--- src/rtl/dmem_pkg.sv ---
// Shared types and helpers for the multi-cycle data-memory responder.
package dmem_pkg;

  typedef enum logic [1:0] {
    IDLE = 2'd0,
    WAIT = 2'd1,
    RESP = 2'd2
  } state_t;

  function automatic int unsigned idx_width(input int unsigned depth_words);
    return $clog2(depth_words);
  endfunction

  function automatic int unsigned cnt_width(input int unsigned latency);
    return $clog2(latency) + 1;
  endfunction

  // Misaligned word access or byte address beyond the last stored word.
  function automatic logic addr_err(input logic [31:0] addr, input int unsigned depth_words);
    logic [33:0] limit;
    limit = {2'b00, depth_words} << 2;
    return (addr[1:0] != 2'b00) || ({2'b00, addr} >= limit);
  endfunction

endpackage

--- src/rtl/dmem_array.sv ---
// Word storage with synchronous write, registered read port and async clear.
module dmem_array
  import dmem_pkg::*;
#(
  parameter int unsigned DEPTH_WORDS = 32,
  parameter int unsigned IDX_W       = 5
) (
  input  logic             clk,
  input  logic             rst_n,
  input  logic             wr_en,
  input  logic             rd_en,
  input  logic             rd_zero,
  input  logic [IDX_W-1:0] idx,
  input  logic [31:0]      wdata,
  output logic [31:0]      rdata
);

  logic [31:0] mem [DEPTH_WORDS];

  always_ff @(posedge clk or negedge rst_n) begin
    if (!rst_n) begin
      for (int unsigned i = 0; i < DEPTH_WORDS; i++) mem[i] <= '0;
      rdata <= '0;
    end else begin
      if (wr_en) mem[idx] <= wdata;
      if (rd_en) rdata <= rd_zero ? '0 : mem[idx];
    end
  end

endmodule

--- src/rtl/dmem_responder.sv ---
// MEM-stage slave: accepts one word request, stalls for LATENCY cycles,
// then completes with a single-cycle acknowledge.
module dmem_responder
  import dmem_pkg::*;
#(
  parameter int unsigned DEPTH_WORDS = 32,
  parameter int unsigned LATENCY     = 4
) (
  input  logic        clk_i,
  input  logic        rst_i,
  input  logic        req_i,
  input  logic        we_i,
  input  logic [31:0] addr_i,
  input  logic [31:0] wdata_i,
  output logic        stall_o,
  output logic        ack_o,
  output logic [31:0] rdata_o,
  output logic        err_o
);

  localparam int unsigned IDX_W = idx_width(DEPTH_WORDS);
  localparam int unsigned CNT_W = cnt_width(LATENCY);

  state_t           state, state_nx;
  logic [CNT_W-1:0] cnt;
  logic             lat_we;
  logic [31:0]      lat_addr;
  logic [31:0]      lat_wdata;
  logic             resp_err;

  logic             enter_resp;
  logic             acc_we;
  logic [31:0]      acc_addr;
  logic [31:0]      acc_wdata;
  logic             acc_err;

  always_comb begin
    state_nx = state;
    case (state)
      IDLE:    if (req_i) state_nx = (LATENCY == 1) ? RESP : WAIT;
      WAIT:    if (cnt == CNT_W'(1)) state_nx = RESP;
      RESP:    state_nx = IDLE;
      default: state_nx = IDLE;
    endcase
  end

  // With LATENCY==1 the access happens on the accepting edge, before the
  // latch is loaded, so the live request must feed the array directly.
  always_comb begin
    enter_resp = (state_nx == RESP) && (state != RESP);
    acc_we     = (state == IDLE) ? we_i    : lat_we;
    acc_addr   = (state == IDLE) ? addr_i  : lat_addr;
    acc_wdata  = (state == IDLE) ? wdata_i : lat_wdata;
    acc_err    = addr_err(acc_addr, DEPTH_WORDS);
  end

  always_ff @(posedge clk_i or negedge rst_i) begin
    if (!rst_i) begin
      state     <= IDLE;
      cnt       <= '0;
      lat_we    <= 1'b0;
      lat_addr  <= '0;
      lat_wdata <= '0;
      resp_err  <= 1'b0;
    end else begin
      state <= state_nx;
      if (state == IDLE && req_i) begin
        cnt       <= CNT_W'(LATENCY - 1);
        lat_we    <= we_i;
        lat_addr  <= addr_i;
        lat_wdata <= wdata_i;
      end else if (state == WAIT) begin
        cnt <= cnt - CNT_W'(1);
      end
      if (enter_resp) resp_err <= acc_err;
    end
  end

  dmem_array #(
    .DEPTH_WORDS (DEPTH_WORDS),
    .IDX_W       (IDX_W)
  ) u_array (
    .clk     (clk_i),
    .rst_n   (rst_i),
    .wr_en   (enter_resp && acc_we && !acc_err),
    .rd_en   (enter_resp && !acc_we),
    .rd_zero (acc_err),
    .idx     (acc_addr[IDX_W+1:2]),
    .wdata   (acc_wdata),
    .rdata   (rdata_o)
  );

  assign stall_o = (state == IDLE && req_i) || (state == WAIT);
  assign ack_o   = (state == RESP);
  assign err_o   = (state == RESP) && resp_err;

endmodule
--- config.mk ---
export PLATFORM = sky130hd
export DESIGN_NAME = dmem_responder
export DESIGN_NICKNAME = d
export VERILOG_FILES = /design/src/rtl/dmem_pkg.sv /design/src/rtl/dmem_array.sv /design/src/rtl/dmem_responder.sv
export SDC_FILE = /design/constraint.sdc
export NUM_CORES = 2
export LEC_CHECK = 0
export CAP_MARGIN = 20
export CORE_MARGIN = 3
export CORE_UTILIZATION = 62
export CTS_CLUSTER_DIAMETER = 30
export DETAILED_ROUTE_END_ITERATION = 6
export GPL_TIMING_DRIVEN = 1
export PLACE_DENSITY_LB_ADDON = 0.1
export SYNTH_ARGS = -nofsm -noshare
export SYNTH_HDL_FRONTEND = slang
export SYNTH_SLANG_ARGS = --single-unit
export TNS_END_PERCENT = 50
--- constraint.sdc ---
create_clock -name clk_i -period 3.5 [get_ports clk_i]
set_input_delay 0.525 -clock clk_i [delete_from_list [all_inputs] [get_ports clk_i]]
set_output_delay 0.525 -clock clk_i [all_outputs]
set_load 0.005 [all_outputs]
# [Word-level counts from Yosys, hierarchy flattened]
# Cells that the tools add are included.
[word_totals] input_bits=68 register_bits=1127 out_inout_bits=35
[op_classes] n_addsub=1 muxes=15 reduce_logical=14 n_lt_le_gt_ge=3 n_bitwise=1 eq_ne=5
[op_table] op="bitwise mux 1024 bit" n=1
[op_table] op="two-way mux 32 bit" n=6
[op_table] op="binary-select mux 32 bit (select 5 bit)" n=1
[op_table] op="demux 32 bit (select 5 bit)" n=1
[op_table] op=">= comparator 32 x 8 -> 1 bit (second input constant)" n=1
[op_table] op="logical AND 1 bit" n=7
[op_table] op=">= comparator 6 bit (second input constant)" n=1
[op_table] op="less-than comparator 6 x 1 -> 1 bit (second input constant)" n=1
[op_table] op="two-way mux 3 bit" n=2
[op_table] op="NOT 5 -> 6 bit" n=1
[op_table] op="== test 2 bit (second input constant)" n=2
[op_table] op="two-way mux 2 bit" n=2
[op_table] op="case mux 2 bit (2 select lines)" n=1
[op_table] op="nonzero test 2 bit" n=2
[op_table] op="== test 3 x 1 -> 1 bit (second input constant)" n=1
[op_table] op="subtractor 3 x 1 -> 3 bit (second input constant)" n=1
[op_table] op="== test 2 x 1 -> 1 bit (second input constant)" n=1
[op_table] op="logical NOT 1 bit" n=2
[op_table] op="logical NOT 2 bit" n=1
[op_table] op="logical OR 1 bit" n=2
[op_table] op="!= test 2 bit (second input constant)" n=1
[op_table] op="two-way mux 1 bit" n=1

# [Logic depth before layout (Yosys ltp)]
[logic_depth] depth_word=8 ltp_mapped=12 depth_no_buf=9

# [By module]
# Synthesis repeated with hierarchy kept, for this count alone.
[hier_totals] hier_cells=3598 hier_area_um2=50798.7
[modules_own_cells] module="dmem_array" area_each_um2=47509.3 instances=1 cells_each=3367 seq_area_each_um2=26425.3
[modules_own_cells] module="dmem_responder" area_each_um2=3289.4 instances=1 cells_each=231 seq_area_each_um2=1776.7

# [Worst setup path after synthesis]
# No wires, ideal clock.
[synth_path] kind="register to register" start="register state[0]" end="register u_array.rdata[15]" slack_ns=1.066 t_required_ns=3.379 t_arrival_ns=2.313 stages_incl_launch_ff=12 cell_sequence="dfrtp_1 -> buf_6 -> nor2_1 -> buf_4 -> mux2_4 -> buf_6 -> nor3_4 -> clkbuf_1 -> nand3_1 -> nand4_1 -> a211oi_1 -> a22o_1"
[synth_via] elab_chain_cells=7 elab_cells_between_ends=20
[synth_lines] item="start, declared" line_no="dmem_responder.sv:24" rtl="state_t state, state_nx;"
[synth_lines] item="start signal, assigned" line_no="dmem_responder.sv:66" rtl="state <= state_nx;"
[synth_lines] item="branches (longest 7 deep; another with >= comparator 32 x 8 -> 1 bit)"
[synth_lines] item="end signal, assigned" line_no="dmem_array.sv:26" rtl="if (rd_en) rdata <= rd_zero ? '0 : mem[idx];"
[synth_lines] item="end, declared" line_no="dmem_array.sv:15" rtl="output logic [31:0] rdata"
# Parallel ways; which one is timed is not known. The select of a mux whose other input is x is not followed.
# A chain may end at the register's enable or synchronous reset.

# [Final worst setup path]
[layout_path] start="register state[0]" end="register u_array.rdata[27]"
# Same word-level chain as after synthesis.

==> run summary <==
status - complete, but fails checks
failing checks - design-rule violations
synthesis-stage register bit count - 1127
total core area - 79130 sq um
Clock power frac - 40.8%
grt total ovfl - 0
Reg clk slew, reported paths - 0.05 ns
Final Skew - 0.04257 ns
critical path's largest stage delay - 0.85 ns
DR DRC count - 1
Pint - 31.55 mW
TritonCTS buffer count - 204
Starting DRT DRC Count - 4681
Comb pwr share - 31.6%
first-pass GRT wire length - 246200 um
Worst Path Max Fanout - 15
Post-Syn Instances - 5019
post-synthesis xor/xnor area fraction - 0%
Post-Layout Cell Count - 6374
top cell type's share of synthesized area - 56.86%
wirelength, routed - 161500 um
Post-Synth Simple-Gate Area - 15.46%
Period minus WS final - 3.348 ns
layout cells sized above 1 - 16.01%
Hold Crit Class - in2async
# IOs - 103
Top FF cell, synth - dfrtp_1
CP Cell Sequence - buf_4 -> nor2_4 -> mux2_8 -> nor3_2 -> buf_4 -> a32oi_1 -> o2111ai_1 -> nor3_1 -> a22o_1
initial core utilization - 62.68%
clock tree buffer depth - 3
Final Net Count - 5217
root buffer cell - clkbuf_16
TritonCTS clock tree - done
Die H - 288.8 um
Yosys warning total - 0
Die W - 288.8 um
Peak VDD IR - 0.0007407 V
worst path arrival time - 4.01 ns
NetSw - 18.18 mW
Layout area overhead - 21.33%
Sw Ratio - 36.56%
post-CTS setup buffers - 0
Power Dens Cells - 826.5 nW/um^2
post-synthesis mux area share - 8.461%
largest net degree at the start of global routing - 124
syn avg cell area - 9.882 sq um
Net Count, Synth - 5089
Worst Setup Start Kind - register
Compound-Gate Fraction of Synth Area - 14.97%
Final Hold Fails - 0
Slew Viols, Final - 0
leading area contributor after synthesis - dfrtp_1
register area share after synthesis - 56.86%
H-tree Lvls - 4
unrepaired setup endpoints after global routing - false
Post-Synthesis Cell Area - 49600 sq um
fillers - 5295
Most Frequent Cell on Critical Path - buf_4
Setup-failing EPs final - 0
main combinational cell family by area after synthesis - simple AND/OR/NAND/NOR gates
Worst path slowest cell - nor3_2
Synth area leaders - dfrtp_1 (57%), nand2_1 (11%), o21ai_0 (10%), mux2i_1 (3.8%), mux4_2 (2.7%)
routed vias - 40620
CTS sink count - 1127
Flop pwr share - 27.7%
Total GRT Usage - 39.41%
Rel. slew slack - 31.22%
Post-DP HPWL - 96490 um
Worst Max-Slew Pin Slew - 1.026 ns
asr flop ratio synth - 100.0%
post-route total power - 49.74 mW
port buffer count - 102
Placer Congestion - 0.8823
Synth cell types - 70
post-route antenna net violation count - 0
Adder-Cell Fraction of Synth Area - 0.05045%
fmax - 0.2987 GHz
crit end category - register
P_leak - 26.43 nW
DR pass1 iterations - 7
initial antenna violation count - 4
average wire per standard cell - 25.33 um
setup TNS - 0 ns
max-cap viol count - 0
Setup Crit Path Kind - reg2reg
clock latency on the worst-skew pair - 0.79 ns
post-DR vias/cell - 6.373
post-route clock period utilization - 95.64%
Post-synth EDFFs - 0
number of global-route vias before repair - 40770
Final Hold Slack - 0.3527 ns
Required @ worst endpoint - 4.16 ns
total placed cells including tap cells - 5990
Rows - 103
Total Die Area - 83430 sq um
[path summary, 6_finish.rpt]
path	startpoint	to	slack, ns	depth (start not counted)
min in group clk_i	addr_i[24]	lat_addr[24]	0.36	2
max	state[0]	u_array.rdata[27]	0.15	9
min	rst_i	lat_wdata[7]	0.35	2
max in group asynchronous	rst_i	u_array.mem[564]	1.99	3
max reg2reg	state[0]	u_array.rdata[27]	0.15	9
min reg2reg	u_array.mem[453]	u_array.mem[453]	0.47	2
[cells in the final DEF, fill, tap and decap left out, drive strengths merged, types with 3 or more instances in the layout]
cell type      instances
a211oi                 9
a21oi                 15
a221oi                16
a22o                  23
a22oi                 28
a311oi                 3
a31oi                 16
a32oi                 77
and2                   4
and3                  15
buf                  263
bufinv                21
clkbuf               258
clkdlybuf4s50        101
clkinv                75
clkinvlp              17
dfrtp               1127
inv                   18
mux2                  63
mux2i                189
mux4                  69
nand2               1436
nand2b                 3
nand3                109
nand4                 47
nor2                 118
nor2b                  3
nor3                  19
nor4                  13
o2111ai               10
o211ai                13
o21ai               1079
o221a                  3
o22ai                 24
o31ai                 10
or2                    3
or4                    6
[flip-flops by register name (all words and copies together), names as in the netlist]
signal / cells
cnt: 3
lat_addr: 32
lat_wdata: 32
lat_we: 1
resp_err: 1
state: 2
u_array.mem: 1024
u_array.rdata: 32
[synth_stat cells, drive strengths merged, types with 4 or more instances]
cell and count:
nand2 1436, dfrtp 1127, o21ai 1079, clkbuf 316, mux2i 189, buf 127
nor2 118, nand3 109, a32oi 77, mux4 69, mux2 63, nand4 47
a22oi 28, o22ai 24, a22o 23, nor3 19, a221oi 16, a31oi 16
a21oi 15, and3 15, nor4 13, o211ai 13, o2111ai 10, o31ai 10
a211oi 9, inv 7, or4 6, and2 4
[cell type report]
cell class	instances	area, sq um	share of cell area (%)
Multi-Input combinational cell	3442	19570	32.52
Antenna cell	1	2.502	0.004158
Timing Repair Buffer	365	3779	6.279
Inverter	7	26.28	0.04366
Sequential cell	1127	28200	46.87
Tap cell	1050	1314	2.183
Clock buffer	258	5668	9.419
Clock inverter	124	1615	2.684
[worst max-delay path, delay by kind of cell, from the launching register on]
family / cells / cell delay (ns)
AND/OR/NAND/NOR: 3 / 1.14
AO/OA/AOI/OAI: 3 / 0.47
multiplexers: 1 / 0.50
buffers and inverters: 2 / 0.55
flip-flops: 1 / 0.56
[power by group through the flow]
stage	sequential [mW]	clock, mW	combinational (mW)
2_1_floorplan	13.8	0	9.14
3_3_place_gp	13.9	0	15.1
3_5_place_dp	14.0	0	15.2
4_1_cts	13.8	20.4	15.3
5_1_grt	13.8	21.1	16.3
6_report	13.8	20.3	15.7
[metrics by stage]
| step | setup slack (ns) | instance area (sq um) | utilization [%] |
|---|---|---|---|
| final | 0.1525 | 60180 | 76.05 |
| after detailed placement | 0.06842 | 52880 | 66.83 |
| after global placement | 0.1183 | 52880 | 66.83 |
| after CTS | 0.2224 | 60170 | 76.05 |
| after global routing | 0.06804 | 60170 | 76.05 |
| after floorplan | 1.066 | 49600 | - |
[layer usage]
metal | GRT usage (%) | up-vias | part of all wire (%)
met5 | 0.05814 | - | 0.017
met4 | 19.93 | 4 | 5.3
met3 | 9.732 | 518 | 11
met2 | 59.92 | 2297 | 45
met1 | 53.35 | 20140 | 39
li1 | - | 17660 | -
[what timing repair did]
| item | CTS | global route |
|---|---|---|
| endpoints found under the hold margin | 40 | 0 |
| resized for setup | 0 | 0 |
| hold buffers | 1 | 0 |
[cells by family (layout without fill, tap and decap cells)]
kind of cell               count (synthesis)  count (layout)
and+or+nand+nor                         1785            1785
buffers and inverters                    450             754
AOI/OAI and AO/OA                       1334            1334
DFF                                     1127            1127
muxes                                    321             321
other                                      0               1
adders and majority gates                  2               2
(Power assumes the default switching activity.)
